File: src/rtl/alu_result_stage.sv
`default_nettype none
// ---------------------------------------------------------------------------
// Module      : alu_result_stage
// Description : Result stage after the 8-bit logic unit. Accepts one
//               operation per handshake, waits a fixed settle time, then
//               latches the result and the zero/sign/carry condition flags
//               and holds them until the data-bus side takes them.
// Revision    : 1.0 - initial release
// ---------------------------------------------------------------------------
module alu_result_stage #(
  parameter int SETTLE_CYCLES = 4
) (
  input  logic       clk,
  input  logic       reset,
  input  logic       op_valid,
  output logic       op_ready,
  input  logic [2:0] fn,
  input  logic [7:0] b,
  input  logic [7:0] c,
  input  logic [7:0] logic_in,
  output logic [7:0] result,
  output logic       result_valid,
  input  logic       result_ready,
  output logic       cond_zero,
  output logic       cond_sign,
  output logic       cond_carry
);

  localparam logic [1:0] c_idle   = 2'd0;
  localparam logic [1:0] c_settle = 2'd1;
  localparam logic [1:0] c_hold   = 2'd2;

  localparam logic [2:0] c_fn_add = 3'b000;
  localparam logic [2:0] c_fn_inc = 3'b001;
  localparam logic [2:0] c_fn_shl = 3'b110;
  localparam logic [2:0] c_fn_clr = 3'b111;

  // Counter reloads with SETTLE_CYCLES-1 so the latch edge lands exactly
  // SETTLE_CYCLES edges after the accept edge.
  localparam logic [3:0] c_cnt_init = 4'(SETTLE_CYCLES - 1);

  logic [1:0] state_q, state_d;
  logic [3:0] cnt_q, cnt_d;
  logic [2:0] fn_q, fn_d;
  logic [7:0] b_q, b_d;
  logic [7:0] c_q, c_d;
  logic [7:0] result_q, result_d;
  logic       result_valid_q, result_valid_d;
  logic       zero_q, zero_d;
  logic       sign_q, sign_d;
  logic       carry_q, carry_d;

  logic [8:0] w_calc;

  assign op_ready     = (state_q == c_idle);
  assign result       = result_q;
  assign result_valid = result_valid_q;
  assign cond_zero    = zero_q;
  assign cond_sign    = sign_q;
  assign cond_carry   = carry_q;

  // Result of the latched operation; bit 8 is the carry out.
  // logic_in is taken live because upstream holds it for the latched fn.
  always_comb begin
    w_calc = {1'b0, logic_in};
    case (fn_q)
      c_fn_add: w_calc = {1'b0, b_q} + {1'b0, c_q};
      c_fn_inc: w_calc = {1'b0, b_q} + 9'd1;
      c_fn_shl: w_calc = {1'b0, b_q[6:0], b_q[7]};
      c_fn_clr: w_calc = 9'd0;
      default:  w_calc = {1'b0, logic_in};
    endcase
  end

  // Handshake FSM, settle counter and result/flag latching.
  always_comb begin
    state_d        = state_q;
    cnt_d          = cnt_q;
    fn_d           = fn_q;
    b_d            = b_q;
    c_d            = c_q;
    result_d       = result_q;
    result_valid_d = result_valid_q;
    zero_d         = zero_q;
    sign_d         = sign_q;
    carry_d        = carry_q;
    case (state_q)
      c_idle: begin
        if (op_valid) begin
          fn_d    = fn;
          b_d     = b;
          c_d     = c;
          cnt_d   = c_cnt_init;
          state_d = c_settle;
        end
      end
      c_settle: begin
        if (cnt_q == 4'd0) begin
          result_d       = w_calc[7:0];
          carry_d        = w_calc[8];
          zero_d         = (w_calc[7:0] == 8'd0);
          sign_d         = w_calc[7];
          result_valid_d = 1'b1;
          state_d        = c_hold;
        end else begin
          cnt_d = cnt_q - 4'd1;
        end
      end
      c_hold: begin
        if (result_ready) begin
          result_valid_d = 1'b0;
          state_d        = c_idle;
        end
      end
      default: state_d = c_idle;
    endcase
  end

  // State registers with synchronous reset; an in-flight operation is dropped.
  always_ff @(posedge clk) begin
    if (reset) begin
      state_q        <= c_idle;
      cnt_q          <= 4'd0;
      fn_q           <= 3'd0;
      b_q            <= 8'd0;
      c_q            <= 8'd0;
      result_q       <= 8'd0;
      result_valid_q <= 1'b0;
      zero_q         <= 1'b0;
      sign_q         <= 1'b0;
      carry_q        <= 1'b0;
    end else begin
      state_q        <= state_d;
      cnt_q          <= cnt_d;
      fn_q           <= fn_d;
      b_q            <= b_d;
      c_q            <= c_d;
      result_q       <= result_d;
      result_valid_q <= result_valid_d;
      zero_q         <= zero_d;
      sign_q         <= sign_d;
      carry_q        <= carry_d;
    end
  end

endmodule
`default_nettype wire

File: config.mk
export PLATFORM = sky130hd
export DESIGN_NAME = alu_result_stage
export DESIGN_NICKNAME = d
export VERILOG_FILES = /design/src/rtl/alu_result_stage.sv
export SDC_FILE = /design/constraint.sdc
export NUM_CORES = 1
export LEC_CHECK = 0
export CAP_MARGIN = 40
export CELL_PAD_IN_SITES_DETAIL_PLACEMENT = 1
export CELL_PAD_IN_SITES_GLOBAL_PLACEMENT = 1
export CORE_MARGIN = 1
export CORE_UTILIZATION = 25
export CTS_BUF_LIST = sky130_fd_sc_hd__clkbuf_4 sky130_fd_sc_hd__clkbuf_8
export CTS_CLUSTER_DIAMETER = 80
export DETAILED_ROUTE_END_ITERATION = 12
export PLACE_DENSITY = 0.65
export SYNTH_ARGS = -nofsm -noshare
export SYNTH_HDL_FRONTEND = slang
export SYNTH_SLANG_ARGS = --single-unit
export TNS_END_PERCENT = 50
File: constraint.sdc
create_clock -name clk -period 6.4 [get_ports clk]
set_input_delay 0.96 -clock clk [delete_from_list [all_inputs] [get_ports clk]]
set_output_delay 0.96 -clock clk [all_outputs]
set_load 0.005 [all_outputs]
### After elaboration in Yosys (flattened, before gate mapping)

Cells that the tools add are included.

* bits in registers: 37
* input port bits: 31
* output and inout port bits: 13

* muxes and demuxes: 11
* $add $sub $neg: 3
* eq/ne operators: 9
* reductions and logical operators: 11

Operators with widths (number)
* 9-bit case mux with 4 select lines: 1
* 8-bit by 1-bit adder with 9-bit output, second input constant: 1
* 8-bit by 8-bit adder with 9-bit output: 1
* 3-bit AND reduction: 3
* 8-bit zero test: 1
* 4-bit two-way mux: 2
* 2-bit inequality test, second input constant: 4
* 4-bit case mux with 2 select lines: 1
* 3-bit equality test, second input constant: 2
* 2-bit two-way mux: 3
* 2-bit case mux with 3 select lines: 1
* 4-bit zero test: 1
* 2-bit AND reduction: 2
* 2-bit nonzero test: 2
* 4-bit by 1-bit subtractor with 4-bit output, second input constant: 1
* 3-bit by 1-bit equality test with 1-bit output, second input constant: 1
* 3-bit zero test: 1
* 2-bit by 1-bit equality test with 1-bit output, second input constant: 1
* 2-bit equality test, second input constant: 1
* 2-bit zero test: 1
* 1-bit two-way mux: 2
* 1-bit case mux with 2 select lines: 1

### Depth between registers and ports, before layout

Gate-level depths: netlist of run 1.

* depth in word-level cells: 3
* mapped depth: 13
* depth with buffers taken out: 12

### Least setup slack after synthesis of run 1

OpenSTA, ideal clock, no wires.

* path kind: reg-to-reg
* start: register fn_q[1]
* end: register zero_q, in the netlist cond_zero
* slack: 3.701 ns
* buffers on the path: 1
* data required time: 6.304 ns
* data arrival time: 2.603 ns
* library setup time: 0.096 ns
* cell stages (with the launch flop): 14
* cell sequence: dfxtp_1 buf_2 nor2_1 and2_0 or2_2 ha_1 inv_1 fa_1 nor2_1 a211oi_1 a31oi_1 nor4_1 nand3_1 o41ai_2

* longest elaborated chain between the ends: 3
* elaborated cells on any way between the ends: 6
* classes of those cells: eq/ne: 3; mux: 1; reduce/logical: 2

RTL lines
* start: declaration: RTL line 44 `logic [2:0] fn_q, fn_d;`
* start signal: assignment: RTL line 135 `fn_q <= fn_d;`
* 3-bit equality test, or another cell as far along: RTL line 66 `case (fn_q)`
* 9-bit case mux with 4 select lines (*): RTL line 66
* 8-bit zero test (*): RTL line 101 `zero_d = (w_calc[7:0] == 8'd0);`
* end signal: assignment: RTL line 140 `zero_q <= zero_d;`
* end: declaration: RTL line 49 `logic zero_q, zero_d;`

Every way passes the cells marked *; elsewhere a longest branch is shown, timed or not.
A chain may end at the register's enable or synchronous reset.

### Worst setup path in the final report of run 1

* start: register fn_q[1]
* end: register result_q[4], in the netlist result[4]

* longest elaborated chain between the ends: 2
* elaborated cells on any way between the ends: 5
* classes of those cells: eq/ne: 3; mux: 1; reduce/logical: 1

RTL lines
* 3-bit equality test, or another cell as far along: RTL line 66
* 9-bit case mux with 4 select lines (*): RTL line 66
* end signal: assignment: RTL line 138 `result_q <= result_d;`
* end: declaration: RTL line 47 `logic [7:0] result_q, result_d;`

Marks and branches as above.

==> results of run 1 <==
==> placed cells by master, fill, tap and decap left out, types with 3 or more instances in the layout <==
cell type                         count
sky130_fd_sc_hd__nand2_1             63
sky130_fd_sc_hd__clkdlybuf4s50_1     43
sky130_fd_sc_hd__dfxtp_1             36
sky130_fd_sc_hd__a21oi_1             34
sky130_fd_sc_hd__nor2_1              15
sky130_fd_sc_hd__nor2b_1             10
sky130_fd_sc_hd__ha_1                 9
sky130_fd_sc_hd__nand3b_1             8
sky130_fd_sc_hd__nand3_1              8
sky130_fd_sc_hd__inv_1                7
sky130_fd_sc_hd__a31oi_1              6
sky130_fd_sc_hd__clkbuf_8             5
sky130_fd_sc_hd__and2_1               4
sky130_fd_sc_hd__xnor2_1              4
sky130_fd_sc_hd__a21o_1               3
==> through the flow <==
stage	util	instance area [sq um]	total power [uW]
final	0.3340	2581	561.0
after global routing	0.3340	2581	603.1
after CTS	0.3340	2581	571.9
after detailed placement	0.3235	2500	414.0
after global placement	0.3235	2500	411.1
after floorplan	-	2002	356.0
==> state kept, by name, indices dropped and copies added, names as in the netlist <==
signal,count
c_q,8
cond_carry,1
result_valid,1
cnt_q,4
state_q,2
cond_zero,1
fn_q,3
result,8
b_q,8
==> routing by layer <==
metal | track usage | up-vias
met2 | 0.2212 | 32
met5 | 0 | -
met1 | 0.1944 | 902
met3 | 0.02429 | 6
met4 | 0.04365 | 0
li1 | - | 983
==> report_power, final <==
part           internal, uW  leakage, uW  switching, uW  total [uW]
clock network          78.2    0.0000445           75.7         154
logic                  71.1     0.000654           76.8         148
registers               242     0.000294           17.6         259
total                   391     0.000993            170         561
==> cells by family (layout without fill, tap and decap cells) <==
kind of cell / count (synthesis) / count (layout)
adders and majority gates: 10 / 10
xor gates and xnor gates: 4 / 4
muxes: 2 / 2
buffers and inverters: 24 / 59
DFF: 36 / 36
and+or+nand+nor: 122 / 122
AOI/OAI and AO/OA: 67 / 67
==> final cells by class <==
class	instances	area, sq um
tap	102	127.6
inverter	8	30.03
clock buffer	6	76.32
sequential	36	720.7
fill	943	5146
multi-input combinational	205	1184
clock inverter	1	5.005
timing repair buffer	44	437.9
==> worst min-delay path, delay by kind of cell, from the launching register on <==
family / cells / cell delay (ns)
compound gates: 1 / 0.05
flops: 1 / 0.31
simple gates: 1 / 0.05
==> how the worst min path moves through the flow <==
stage,from,endpoint,slack (ns),cells after the start
CTS,result[2]$_SDFFE_PP0P_,result[2]$_SDFFE_PP0P_,0.46,2
detailed placement,result[2]$_SDFFE_PP0P_,result[2]$_SDFFE_PP0P_,0.45,2
finish,c_q[4]$_SDFFE_PP0P_,c_q[4]$_SDFFE_PP0P_,0.45,2
global route,c_q[5]$_SDFFE_PP0P_,c_q[5]$_SDFFE_PP0P_,0.48,2
global placement,c_q[6]$_SDFFE_PP0P_,c_q[6]$_SDFFE_PP0P_,0.45,2
floorplan,c_q[0]$_SDFFE_PP0P_,c_q[0]$_SDFFE_PP0P_,0.43,2
==> results by stage, run 1 <==
Worst setup path:
- The arrival time of the worst setup path is 3.53 ns.
- In this run the register-to-register setup slack is 3.09 ns.
- Traced cell by cell, the critical path runs through nor2_1 -> and2_0 -> or2_2 -> ha_1 -> inv_1 -> fa_1 -> nor2b_1 -> o31a_1 -> a211o_1 -> a32oi_1 -> nand2_1 -> a21oi_1.
- Of all nets on the critical path, the largest fanout is 21.
- The total buffers and inverters traversed by the critical path is 1.
- For this run, the slowest stage of the critical path takes 0.78 ns.
- The most critical setup path has its startpoint at fn_q[1]$_SDFFE_PP0P_.
- The type of the setup path with the least slack is register to register.
- The critical path crosses 12 cells after its start point.
- The number of cells on the worst reg-to-reg path is 12.
- At the worst endpoint, the required time is 6.62 ns.
- The cell family contributing the most delay on the critical path is simple AND/OR/NAND/NOR gates.
- The worst flop-to-flop path endpoint is result[4]$_SDFFE_PP0P_.
- The worst setup path endpoint is result[4]$_SDFFE_PP0P_.
- The worst setup path is launched from a register.
- The worst-path cell with the longest stage delay is sky130_fd_sc_hd__dfxtp_1.
- The worst setup path is captured at a register.
- The worst reg2reg path startpoint is fn_q[1]$_SDFFE_PP0P_.

Logic synthesis:
- The number of register bits inferred by synthesis is 36.
- After synthesis, the netlist uses 45 different library cells.
- The average instance in the mapped netlist occupies 7.554 sq um.
- The proportion of netlist area held by the largest area contributor is 0.3600.
- Of the total synthesized cell area, the portion taken by AND, OR, NAND and NOR gates is 0.2850.
- By count the netlist is led by 63 x sky130_fd_sc_hd__nand2_1, 36 x sky130_fd_sc_hd__dfxtp_1, 34 x sky130_fd_sc_hd__a21oi_1, 15 x sky130_fd_sc_hd__nor2_1, 12 x sky130_fd_sc_hd__clkbuf_1.
- The number of cells produced by synthesis is 265.
- The netlist area before placement is 2002 sq um.
- The compound-gate portion of the synthesized area is 0.2125.
- For this run, the leading register cell type out of synthesis is sky130_fd_sc_hd__dfxtp_1.
- By area the synthesized netlist is led by sky130_fd_sc_hd__dfxtp_1 36%, sky130_fd_sc_hd__nand2_1 12%, sky130_fd_sc_hd__a21oi_1 8.5%, sky130_fd_sc_hd__ha_1 5.6%, sky130_fd_sc_hd__nor2b_1 3.1%.
- Measured against the total synthesized area, the mux share comes to 0.01000.
- After synthesis, the share of flip-flops with an asynchronous set or reset is 0.
- Counting every net in the synthesized netlist gives 306.
- The share of synthesized cell area in full adder, half adder and majority cells is 0.06625.
- Of the total synthesized cell area, the portion taken by XOR and XNOR cells is 0.01750.
- The number of enable-type register cells in the synthesized netlist is 0.
- The Yosys step of the flow raised 0 warnings.
- The most frequently used cell type in the post-synthesis netlist is sky130_fd_sc_hd__nand2_1.
- The sequential element share of the synthesized area is 0.3600.
- The largest family of logic cells by synthesized area is simple AND/OR/NAND/NOR gates.
- The post-synthesis cell type with the largest combined area is sky130_fd_sc_hd__dfxtp_1.

Timing:
- The slew at the pin with the worst max-slew slack is 0.7289 ns.
- The clock period could shrink to 3.315 ns.
- The sum of negative setup slack is 0 ns.
- The worst pin sits at a relative slew slack of 0.5129.
- The number of endpoints with negative hold slack in the final report came to 0.
- Between clock sinks in the finished design, the worst skew comes to 0.003380 ns.
- Setup repair after global routing left no endpoint under its margin.
- The number of pins with negative max-slew slack in the final report is 0.
- Setup violations remaining at the end of the flow were counted as 0.
- Once routing completed, OpenROAD measured the worst setup slack at 3.085 ns.
- The maximum operating frequency is 0.3017 GHz.
- Dividing the final minimum period by the clock period gives 0.5179.
- The tightest hold path in the finished design has a slack of 0.4543 ns.

Detailed routing:
- For this run, design rule violations remaining after detail routing come to 0.
- The routed design has 5.385 mm of wire.
- After detailed routing, the number of vias per cell comes to 4.784.
- The highest metal layer with signal wires is met4.
- The routed metal-1 wirelength is 2.753 mm.
- Dividing the detail-routed wire length by the instance count gives 13.40 um.
- The amount of wire on met2 after detailed routing is 2.371 mm.
- The number of vias in the routed layout is 1923.
- The count of routing violations after the opening detailed-route iteration is 93.
- The number of iterations in the first detailed-routing pass is 4.
- Wire segments on met3 add up to 184 um in the final route.
- The number of routed nets with antenna violations is 0.

Clock network:
- TritonCTS built the clock tree.
- The number of CTS-inserted buffers is 5.
- The tree is rooted in a sky130_fd_sc_hd__clkbuf_8.
- Post-CTS repair changed the size of 0 cells.
- The worst-case clock buffer depth is 2.
- The clock latency on the worst-skew pair is 0.28 ns.
- The number of hold buffers added after CTS was 0.
- CTS saw 36 sinks.
- After clock tree synthesis, the setup repair step added 0 buffers.
- The H-tree was split into 2 levels.
- Clock-pin slew was measured on the worst setup and hold paths at 0.07 ns.

Placement:
- After legalization and detailed placement, the total HPWL measured 4.158 mm.
- The count of port buffers added during placement is 43.
- The number of placed instances, taps included, is 395.
- The routability congestion estimate is 0.8189.
- Before CTS, the worst setup slack after placement is 3.107 ns.

Final layout:
- The number of antenna cells inserted is 0.
- The final layout net count is 341.
- The ratio of cells with drive above 1 in the final layout is 0.05000.
- The area growth from synthesis to layout is 28.94%.
- Excluding fillers, the count of instances in the completed layout stands at 402.

Floorplan:
- During I/O placement, the number of pins put on the boundary was 44.
- The initial utilization of the core area, before any placement, comes to 0.2591.
- The die covers 8370 sq um.
- The total area inside the core boundary comes to 7727 sq um.
- The floorplan step set the die height to 91.49 um.
- After floorplanning, the core was divided into 32 placement rows.
- From left edge to right edge, the die measures 91.49 um.

Power:
- The leakage power figure is 0.0009932 uW.
- Dividing total power by cell area gives a power density of 217.3 nW/um^2.
- IR analysis of the VDD net gives a maximum drop of 84.30 uV.

Global routing:
- The via count of the first global-routing pass was 1935.
- The overflow left after global routing is 0.
- Across every metal layer, demand over resource in global routing totals 0.1406.
- The pin count of the biggest net entering global routing is 35.
- The first global-routing pass estimated 9.294 mm of wire.
- The number of antenna violations at the first check in global routing is 0.

Worst hold path:
- The min-delay analysis places its worst path in the category register to register.

Flow run:
- The tool flagged a number of max-cap violations equal to 0.

Outcome:
- The run finished with clean final reports.
No activity file was read; power rests on OpenSTA's default activity.
==> inputs of run 2 (changes only) <==
==> constraint.sdc (replaced) <==
create_clock -name clk -period 3.1 [get_ports clk]
set_input_delay 0.465 -clock clk [delete_from_list [all_inputs] [get_ports clk]]
set_output_delay 0.465 -clock clk [all_outputs]
set_load 0.005 [all_outputs]
==> run 2 against run 1 <==
Effect of this change:
- largest cell class unchanged
- hold slack better by 0.0012 ns
- die area did not move
- largest power group unchanged
- power is 120% higher
- maximum frequency rose by 20%
- register-to-register slack worse by 2.7 ns
- sequential power increased by 100%
- critical path depth is the same
- sequential cell count is the same
- first-iteration DRC count decreased by 13%
- clock skew fell by 0.00081 ns
==> results by stage, run 2 (synthesis gave the netlist of run 1 again) <==
Clock network:
- The number of H-tree levels came to 2 (unchanged).
- The clock root buffer master is sky130_fd_sc_hd__clkbuf_8 (unchanged).
- The number of CTS-inserted buffers came to 5 (unchanged).
- The number of setup buffers added after CTS is 0 (unchanged).
- The clock latency on the worst-skew pair is 0.29 ns (was 0.28 ns).
- The sink count of the clock tree is 36 (unchanged).
- The total of hold buffers inserted after clock tree synthesis came to 0 (unchanged).
- The worst-case clock buffer depth is 2 (unchanged).
- The clock transition at the register clock pins on the worst setup and hold paths after CTS came to 0.07 ns (about the same).
- The clock tree from TritonCTS is built (unchanged).
- The total of cells resized after clock tree synthesis came to 0 (unchanged).

Worst hold path:
- The worst hold path startpoint is c_q[7]$_SDFFE_PP0P_ (was c_q[4]$_SDFFE_PP0P_).
- The number of cells on the worst hold path is 2 (unchanged).
- The class of the worst hold path is register to register (unchanged).
- The capture endpoint of the worst hold path is c_q[7]$_SDFFE_PP0P_ (was c_q[4]$_SDFFE_PP0P_).

Detailed routing:
- The final routed DRC violation total is 0 (unchanged).
- The routed wire length per instance is 13.71 um (was 13.40 um).
- The number of routed nets with antenna violations is 0 (unchanged).
- The count of routing violations after the opening detailed-route iteration is 81 (was 93).
- The number of iterations in the first detailed-routing pass was 4 (unchanged).
- The number of vias in the routed layout is 1918 (was 1923).
- The total wire length after detailed routing is 5.554 mm (was 5.385 mm).
- The average via count per standard cell is 4.736 (was 4.784).

Global routing:
- The overflow left after global routing is 0 (unchanged).
- The wire length of the first global-routing pass is 9.363 mm (was 9.294 mm).
- The pin count of the biggest net entering global routing is 23 (was 35).
- The number of antenna violations at the first check in global routing is 0 (unchanged).
- The overall track demand over capacity in global routing is 0.1408 (was 0.1406).
- The via count of the first global-routing pass is 2000 (was 1935).

Final layout:
- The final layout net count is 344 (was 341).
- The filler-free cell count of the finished design was 405 (was 402).
- The number of antenna cells inserted was 0 (unchanged).
- The most frequent standard cell in the layout excluding fill and tap cells is sky130_fd_sc_hd__nand2_1 (unchanged).
- Commonest cells after routing, fill and taps aside: 63 x sky130_fd_sc_hd__nand2_1, 43 x sky130_fd_sc_hd__clkdlybuf4s50_1, 36 x sky130_fd_sc_hd__dfxtp_1, 34 x sky130_fd_sc_hd__a21oi_1, 15 x sky130_fd_sc_hd__nor2_1 (unchanged).
- The area growth from synthesis to layout is 30.81% (was 28.94%).
- The count of filler cells inserted in the layout was 928 (was 943).
- The ratio of cells with drive above 1 in the final layout is 0.05941 (was 0.05000).

Floorplan:
- The die area came to 8370 sq um (unchanged).
- The die extent in x is 91.49 um (unchanged).
- The number of ports placed on the die boundary came to 44 (unchanged).
- The initial core utilization is 0.2591 (unchanged).
- The area of the core region came to 7727 sq um (unchanged).
- The height of the die is 91.49 um (unchanged).
- The number of cell rows is 32 (unchanged).

Placement:
- The count of port buffers added during placement was 43 (unchanged).
- The placed cell count is 398 (was 395).
- The routability congestion estimate is 0.8215 (was 0.8189).
- The worst slack at placement is 0.3680 ns (was 3.107 ns).
- The detailed-placement wirelength estimate is 4.314 mm (was 4.158 mm).

Timing:
- The maximum operating frequency is 0.3620 GHz (was 0.3017 GHz).
- The final worst clock skew came to 0.002575 ns (was 0.003380 ns).
- The setup slack after layout is 0.3375 ns (was 3.085 ns).
- The sum of negative setup slack is 0 ns (unchanged).
- The worst slew margin relative to its limit is 0.5209 (was 0.5129).
- The post-layout minimum cycle time is 2.763 ns (was 3.315 ns).
- Setup repair after global routing missed its margin: no (unchanged).
- The number of endpoints with negative hold slack in the final report is 0 (unchanged).
- The final count of negative-setup-slack endpoints is 0 (unchanged).
- The slew at the pin with the worst max-slew slack is 0.7169 ns (was 0.7289 ns).
- The number of pins with negative max-slew slack in the final report is 0 (unchanged).
- The final clock period utilization by the worst path is 0.8911 (was 0.5179).

Worst setup path:
- The number of cells on the worst reg-to-reg path is 12 (unchanged).
- The cell repeated most along the worst path is sky130_fd_sc_hd__nor2_1.
- The largest fanout on the critical path came to 4 (was 21).
- The maximum single-stage delay on the critical path is 0.49 ns (was 0.78 ns).
- The worst-path cell with the longest stage delay is sky130_fd_sc_hd__fa_1 (was sky130_fd_sc_hd__dfxtp_1).
- The worst reg-to-reg setup slack was 0.34 ns (was 3.09 ns).
- The type of the setup path with the least slack is register to register (unchanged).
- The worst endpoint required time is 3.29 ns (was 6.62 ns).
- The startpoint kind of the worst setup timing path is a register (unchanged).
- The arrival time of the worst setup path was 2.95 ns (was 3.53 ns).
- The total buffers and inverters traversed by the critical path came to 1 (unchanged).
- The worst flop-to-flop path endpoint is cond_zero$_SDFFE_PP0P_ (was result[4]$_SDFFE_PP0P_).
- Cell-by-cell trace of the critical path: nor2_1 -> and2_0 -> or2_2 -> ha_1 -> inv_1 -> fa_1 -> nor2_1 -> a211oi_1 -> a31oi_1 -> nor4_1 -> nand3_1 -> o41ai_2 (was nor2_1 -> and2_0 -> or2_2 -> ha_1 -> inv_1 -> fa_1 -> nor2b_1 -> o31a_1 -> a211o_1 -> a32oi_1 -> nand2_1 -> a21oi_1).
- The type of element capturing the critical path was a register (unchanged).
- The cell class contributing the biggest share of worst-path delay is simple AND/OR/NAND/NOR gates (unchanged).
- The worst reg2reg path startpoint is fn_q[2]$_SDFFE_PP0P_ (was fn_q[1]$_SDFFE_PP0P_).

Power:
- The net load switching power was 360.9 uW (was 170.0 uW).
- The clock group share of total power is 0.299 (was 0.274).
- The maximum resistive drop on vdd is 179.7 uV (was 84.30 uV).
- The proportion of power drawn by flip-flops and latches is 0.435 (was 0.462).
- The leakage power figure is 0.001015 uW (was 0.0009932 uW).
- The combinational share of power is 0.265 (was 0.264).
- The internal power consumption is 847.1 uW (was 391.0 uW).
- The power per cell area came to 461.3 nW/um^2 (was 217.3 nW/um^2).
- The switching part of the total is 0.2988 (was 0.3031).

Flow run:
- The max-cap check violation count is 0 (unchanged).

Outcome:
- Status: complete, no violations (unchanged).
run 2: changes by cell type in the layout (fill, tap and decap cells not counted):
cell and change:
sky130_fd_sc_hd__clkinv_2 -1, sky130_fd_sc_hd__buf_4 +3, sky130_fd_sc_hd__clkbuf_4 -1, sky130_fd_sc_hd__clkbuf_8 +2
run 2: cell type report:
type	count	area [sq um]	area share
multi-input cells	205	1184	0.4520
flip-flops and latches	36	720.7	0.2752
well taps	102	127.6	0.04873
repair buffers	47	460.4	0.1758
inverters	8	30.03	0.01147
clock buffers	7	96.34	0.03679
run 2: worst reg2reg max path, cell delays in order (launching register included):
cell	delay, ns
sky130_fd_sc_hd__dfxtp_1	0.31
sky130_fd_sc_hd__nor2_1	0.21
sky130_fd_sc_hd__and2_0	0.25
sky130_fd_sc_hd__or2_2	0.15
sky130_fd_sc_hd__ha_1	0.20
sky130_fd_sc_hd__inv_1	0.07
sky130_fd_sc_hd__fa_1	0.49
sky130_fd_sc_hd__nor2_1	0.05
sky130_fd_sc_hd__a211oi_1	0.21
sky130_fd_sc_hd__a31oi_1	0.10
sky130_fd_sc_hd__nor4_1	0.28
sky130_fd_sc_hd__nand3_1	0.14
sky130_fd_sc_hd__o41ai_2	0.22
run 2: routing by layer:
| metal | global-route usage | routed length, um | up-vias |
|---|---|---|---|
| li1 | - | - | 983 |
| met2 | 0.2268 | 2487 | 30 |
| met3 | 0.02764 | 160 | 9 |
| met5 | 0 | 0 | - |
| met4 | 0.05556 | 130 | 0 |
| met1 | 0.1838 | 2776 | 896 |
run 2: worst max-delay path by stage:
stage / from / end / cells past startpoint
finish: fn_q[2]$_SDFFE_PP0P_ / cond_zero$_SDFFE_PP0P_ / 12
global placement: fn_q[2]$_SDFFE_PP0P_ / cond_zero$_SDFFE_PP0P_ / 11
detailed placement: fn_q[2]$_SDFFE_PP0P_ / cond_zero$_SDFFE_PP0P_ / 12
CTS: fn_q[2]$_SDFFE_PP0P_ / cond_zero$_SDFFE_PP0P_ / 12
global route: fn_q[2]$_SDFFE_PP0P_ / cond_zero$_SDFFE_PP0P_ / 12
floorplan: fn_q[1]$_SDFFE_PP0P_ / cond_zero$_SDFFE_PP0P_ / 13
run 2: power by group through the flow:
stage	clock (uW)	combinational, uW	sequential, uW
finish	362	321	526
global route	398	361	531
CTS	376	324	526
detailed placement	0	322	537
global placement	0	318	535
floorplan	0	206	529
run 2: through the flow:
| step | utilization | total power, uW | hold WS, ns | instance area [sq um] |
|---|---|---|---|---|
| 2_1_floorplan | - | 734.9 | 0.4316 | 2002 |
| 3_3_place_gp | 0.3264 | 853.0 | 0.4433 | 2522 |
| 3_5_place_dp | 0.3264 | 858.5 | 0.4473 | 2522 |
| 4_1_cts | 0.3389 | 1226 | 0.4578 | 2619 |
| 5_1_grt | 0.3389 | 1290 | 0.4798 | 2619 |
| 6_report | 0.3389 | 1208 | 0.4556 | 2619 |
==> inputs of run 3 (changes only) <==
--- a/config.mk
+++ b/config.mk
@@ -14,6 +14,7 @@
 export CTS_CLUSTER_DIAMETER = 80
 export DETAILED_ROUTE_END_ITERATION = 12
 export PLACE_DENSITY = 0.65
+export SLEW_MARGIN = 25
 export SYNTH_ARGS = -nofsm -noshare
 export SYNTH_HDL_FRONTEND = slang
 export SYNTH_SLANG_ARGS = --single-unit
==> results of run 3 <==
No change in the layout: final DEF, timing and power equal those of run 2.
